## config.mk

```make
export PLATFORM = sky130hd
export DESIGN_NAME = serial_adder_ctrl
export DESIGN_NICKNAME = d
export VERILOG_FILES = /design/src/rtl/serial_adder_ctrl_pkg.sv /design/src/rtl/serial_adder_ctrl_full_adder.sv /design/src/rtl/serial_adder_ctrl.sv
export SDC_FILE = /design/constraint.sdc
export NUM_CORES = 1
export LEC_CHECK = 0
export ABC_AREA = 1
export CAP_MARGIN = 30
export CELL_PAD_IN_SITES_DETAIL_PLACEMENT = 0
export CELL_PAD_IN_SITES_GLOBAL_PLACEMENT = 2
export CORE_UTILIZATION = 29
export CTS_CLUSTER_SIZE = 16
export DETAILED_ROUTE_END_ITERATION = 12
export PLACE_DENSITY = 0.81
export SETUP_SLACK_MARGIN = 0.3
export SLEW_MARGIN = 10
export SYNTH_ARGS = -nofsm -noshare
export SYNTH_HDL_FRONTEND = slang
export SYNTH_SLANG_ARGS = --single-unit
```

## constraint.sdc

```tcl
create_clock -name clk -period 2.2 [get_ports clk]
set_input_delay 0.44 -clock clk [delete_from_list [all_inputs] [get_ports clk]]
set_output_delay 0.44 -clock clk [all_outputs]
set_load 0.02 [all_outputs]
```

## src/rtl/serial_adder_ctrl_pkg.sv

```systemverilog
// rtl/serial_adder_ctrl_pkg.sv - shared state encodings and default width for the serial adder
package serial_adder_ctrl_pkg;

    typedef enum logic [1:0] {
        ST_IDLE  = 2'b00,
        ST_SHIFT = 2'b01,
        ST_DONE  = 2'b10
    } sa_state_e;

    localparam int SA_DEFAULT_N = 4;

endpackage

```

## src/rtl/serial_adder_ctrl_full_adder.sv

```systemverilog
// rtl/serial_adder_ctrl_full_adder.sv - single-bit full-adder cell (module Full_adder)
module Full_adder (
    input  logic A,
    input  logic B,
    input  logic Cin,
    output logic S,
    output logic Cout
);

    assign S    = A ^ B ^ Cin;
    assign Cout = (A & B) | (Cin & (A ^ B));

endmodule

```

## src/rtl/serial_adder_ctrl.sv

```systemverilog
// rtl/serial_adder_ctrl.sv - bit-serial N-bit adder sequencer, optional subtract via SERIAL_ADD_SUB_EN
module serial_adder_ctrl
    import serial_adder_ctrl_pkg::*;
#(
    parameter int N = SA_DEFAULT_N
) (
    input  logic         clk,
    input  logic         rst,
    input  logic         start,
    input  logic [N-1:0] A,
    input  logic [N-1:0] B,
    input  logic         Cin,
`ifdef SERIAL_ADD_SUB_EN
    input  logic         Sub,
`endif
    output logic         busy,
    output logic         done,
    output logic [N-1:0] S,
    output logic         Cout
);

    localparam int CW = $clog2(N + 1);

    sa_state_e     state_q, state_d;
    logic [N-1:0]  a_sr_q, a_sr_d;
    logic [N-1:0]  b_sr_q, b_sr_d;
    logic [N-1:0]  sum_sr_q, sum_sr_d;
    logic          carry_q, carry_d;
    logic [CW-1:0] cnt_q, cnt_d;
    logic [N-1:0]  s_q, s_d;
    logic          cout_q, cout_d;

    logic fa_s;
    logic fa_co;
    logic [N-1:0] b_cap;
    logic         c_cap;

    Full_adder u_fa (
        .A    (a_sr_q[0]),
        .B    (b_sr_q[0]),
        .Cin  (carry_q),
        .S    (fa_s),
        .Cout (fa_co)
    );

    // Subtraction is A + ~B + 1, so only the captured B and initial carry differ.
`ifdef SERIAL_ADD_SUB_EN
    assign b_cap = Sub ? ~B : B;
    assign c_cap = Sub ? 1'b1 : Cin;
`else
    assign b_cap = B;
    assign c_cap = Cin;
`endif

    always_comb begin
        state_d  = state_q;
        a_sr_d   = a_sr_q;
        b_sr_d   = b_sr_q;
        sum_sr_d = sum_sr_q;
        carry_d  = carry_q;
        cnt_d    = cnt_q;
        s_d      = s_q;
        cout_d   = cout_q;
        case (state_q)
            ST_IDLE: begin
                if (start) begin
                    a_sr_d  = A;
                    b_sr_d  = b_cap;
                    carry_d = c_cap;
                    cnt_d   = '0;
                    state_d = ST_SHIFT;
                end
            end
            ST_SHIFT: begin
                sum_sr_d = (sum_sr_q >> 1) | (N'(fa_s) << (N - 1));
                carry_d  = fa_co;
                a_sr_d   = a_sr_q >> 1;
                b_sr_d   = b_sr_q >> 1;
                cnt_d    = cnt_q + CW'(1);
                // Results load on entry to DONE so they are already valid while done is high.
                if (cnt_q == CW'(N - 1)) begin
                    s_d     = sum_sr_d;
                    cout_d  = fa_co;
                    state_d = ST_DONE;
                end
            end
            ST_DONE: begin
                state_d = ST_IDLE;
            end
            default: begin
                state_d = ST_IDLE;
            end
        endcase
    end

    always_ff @(posedge clk) begin
        if (rst) begin
            state_q  <= ST_IDLE;
            a_sr_q   <= '0;
            b_sr_q   <= '0;
            sum_sr_q <= '0;
            carry_q  <= 1'b0;
            cnt_q    <= '0;
            s_q      <= '0;
            cout_q   <= 1'b0;
        end else begin
            state_q  <= state_d;
            a_sr_q   <= a_sr_d;
            b_sr_q   <= b_sr_d;
            sum_sr_q <= sum_sr_d;
            carry_q  <= carry_d;
            cnt_q    <= cnt_d;
            s_q      <= s_d;
            cout_q   <= cout_d;
        end
    end

    assign busy = (state_q != ST_IDLE);
    assign done = (state_q == ST_DONE);
    assign S    = s_q;
    assign Cout = cout_q;

endmodule
```

==> qor.yml <==
outcome:
  status: "complete, no violations"
floorplan:
  initial_utilization_pct: 30.3
  top_level_ports: 19
  std_cell_rows: 21
  die_x_um: 61.3
  core_um2: 3360
  die_h_um: 61.3
  die_area_um2: 3750
cts:
  cts_sinks: 22
  root_buffer: "clkbuf_4"
  cts_buffers: 3
  postCtsSetupBuffers: 0
  cts_tree: "built"
  htreeDepth: 1
  insertion_delay_ns: 0.31
  clk_pin_slew_worst_paths_ns: 0.13
  postCtsHoldBufs: 0
  clk_path_buf_depth: 2
global_route:
  met1_usage_pct: 16.0
  grt_pass1_wl_um: 3340
  top_usage_layer: "met2"
  grt.overflow.total: 0
  antenna_found_initial: 0
  use_met2_pct: 20.2
  groute.usage.overall_pct: 12.5
  grt_use_met3_pct: 3.78
  grt_pass1_vias: 785
  grt_max_degree: 18
detailed_routing:
  drc_errors: 0
  avgViaCountPerCell: 4.10
  dr.pass1.iters: 2
  vias: 862
  ant_nets: 0
  routedWlPerCell_um: 9.95
  drt_iter0_drc: 21
  finalWirelength_um: 2090
timing:
  slew_headroom_pct: 67.7
  fin_crit_sh_pct: 78.4
  period_needed_ns: 1.72
  finalSetupTns_ns: 0
  fmaxAchievable_mhz: 580
  finalMaxSlewViolations: 0
  tightest_slew_ns: 0.484
  skew_ns: 0.00965
  finalHoldViolCount: 0
  worst_slack_ns: 0.476
  rsz0062_at_grt: "no"
  setup_violations: 0
synthesis:
  seq_area_frac_synth_pct: 43.2
  ys_ff_latch: 22
  synthSimpleGateAreaFrac_pct: 26.4
  syn-num-nets: 160
  synth-xor-area-share_pct: 0
  synth_top_family_by_area: "simple AND/OR/NAND/NOR gates"
  synth_fa_ha_area_share_pct: 4.42
  yosysWarnings: 0
  synth.area.mux_share_pct: 0
  synth.distinct_cells: 16
  avgSynthCellArea_um2: 7.02
  synth_compound_area_share_pct: 10.7
  syn_inst: 145
  syn-cell-area_um2: 1020
finish:
  drive_gt1_share_pct: 6.71
  final_cell_area_um2: 1280
  n_fill_cell: 389
  fin_util_pct: 38.0
  antennaDiodeCount: 0
  area_delta_synth_final_pct: 25.4
  nets: 180
  fin_cells: 210
critical_path:
  path_buf_inv: 1
  worstSetupEndpointType: "primary output"
  slowest_delay_ns: 0.61
  crit_arrival_ns: 1.28
  cp_data_required_time_ns: 1.76
  crit-reg2reg-capture: "cnt_q[0]$_SDFFE_PP0P_"
  crit_path_cell_trace: "clkdlybuf4s50_1"
  rrSetupSlack_ns: 0.84
  r2r_cells: 5
  cpLargestDelayFamily: "buffers and inverters"
  worstReg2RegStart: "state_q[1]$_SDFFE_PP0P_"
  startpoint_type: "flip-flop"
  worstSetupPathType: "reg2out"
  cp_max_fo: 2
  cpMaxStageDelayCell: "clkdlybuf4s50_1"
power:
  pwr_density_cell_nw_per_um2: 678
  ir_drop_v: 0.000331
  leakage_uw: 0.000633
place:
  finalWeightedCongestion: 0.694
  pre_cts_ws_ns: 0.378
  io_buffers: 18
  place_area_um2: 1220
  dp_cells: 206
  dpl.hpwl_um: 1500
flow_run:
  maxCapViolCount: 0
hold_path:
  hold_path.class: "reg2reg"
  min_to: "a_sr_q[3]$_SDFFE_PP0P_"
  hold_path_startpoint: "a_sr_q[3]$_SDFFE_PP0P_"
  hold_depth: 2
[placed cells by master (no fill, tap or decap)]
master / n
nand2_1: 38
clkdlybuf4s50_1: 16
bufinv_16: 1
nor3_1: 1
o21ai_0: 7
nand3_1: 4
clkbuf_4: 3
nand2_4: 1
nor2_1: 21
dfxtp_1: 20
buf_4: 2
inv_1: 28
o21ai_1: 1
o21ai_2: 1
dlygate4sd2_1: 1
a21oi_1: 12
dfxtp_2: 2
dlymetal6s2s_1: 1
fa_1: 1
ha_1: 2
nor2_4: 1
[final cells by class]
cell class / count / area, um^2 / share of cell area, %
Tap cell: 46 / 57.6 / 4.51
Sequential cell: 22 / 443 / 34.7
Multi-Input combinational cell: 90 / 423 / 33.1
Timing Repair Buffer: 20 / 196 / 15.4
Clock inverter: 1 / 30.0 / 2.35
Clock buffer: 3 / 22.5 / 1.76
Inverter: 28 / 105 / 8.23
[routing by layer]
metal,vias to the layer above,part of all wire [%],wire (um)
met5,-,0,0
met4,0,0.72,15
met3,2,2.7,56
met2,11,46,968
met1,381,50,1050
li1,468,-,-
[how the worst max path moves through the flow]
| stage | startpoint | end | slack (ns) | cells after the start |
|---|---|---|---|---|
| 3_3_place_gp | rst | sum_sr_q[2]$_SDFFE_PP0P_ | 0.36 | 4 |
| 4_1_cts | state_q[1]$_SDFFE_PP0P_ | busy | 0.24 | 3 |
| 2_1_floorplan | state_q[0]$_SDFFE_PP0P_ | done | 1.01 | 2 |
| 3_5_place_dp | rst | S[2]$_SDFFE_PP0P_ | 0.38 | 6 |
| 6_report | S[2]$_SDFFE_PP0P_ | S[2] | 0.48 | 1 |
| 5_1_grt | S[2]$_SDFFE_PP0P_ | S[2] | 0.41 | 1 |
[repair_timing]
item | 4_1_cts | 5_1_grt
cloned | 0 | 0
resized for setup | 2 | 2
endpoints found under the setup margin | 2 | 1
hold endpoints to repair | 0 | 0
pin swaps | 0 | 0
[tightest hold or removal path: stages, from the launching register on]
cell     delay (ns)
dfxtp_1        0.33
nand2_1        0.06
a21oi_1        0.05
[synth_stat cells]
library cell | number | share of area [%]
a21oi_1 | 12 | 5.9
buf_2 | 1 | 0.49
buf_6 | 4 | 4.4
dfxtp_1 | 22 | 43
fa_1 | 1 | 2.0
ha_1 | 2 | 2.5
inv_1 | 28 | 10
nand2_1 | 38 | 14
nand2_4 | 1 | 1.1
nand3_1 | 4 | 2.0
nor2_1 | 21 | 7.7
nor2_4 | 1 | 1.1
nor3_1 | 1 | 0.49
o21ai_0 | 7 | 3.4
o21ai_1 | 1 | 0.49
o21ai_2 | 1 | 0.86
[per-stage QoR]
step           hold slack [ns]  power, uW
2_1_floorplan            0.433        526
3_3_place_gp             0.455        564
3_5_place_dp             0.457        564
4_1_cts                  0.472        884
5_1_grt                  0.494        919
6_report                 0.467        866
[cells by family after synthesis]
group | after synthesis
buffers and inverters | 33
AOI/OAI and AO/OA | 21
DFF | 22
adders and majority gates | 3
and+or+nand+nor | 66
[where the power goes]
part	leakage [uW]	internal, uW	switching (uW)
combinational	0.000423	54.1	65.7
sequential	0.000181	422	13.6
clock	0.0000279	184	127
[state kept, by name (all words and copies together), names as in the netlist]
signal    flops
sum_sr_q      3
state_q       2
cnt_q         3
Cout          1
carry_q       1
S             4
b_sr_q        4
a_sr_q        4
(Power assumes the default switching activity.)
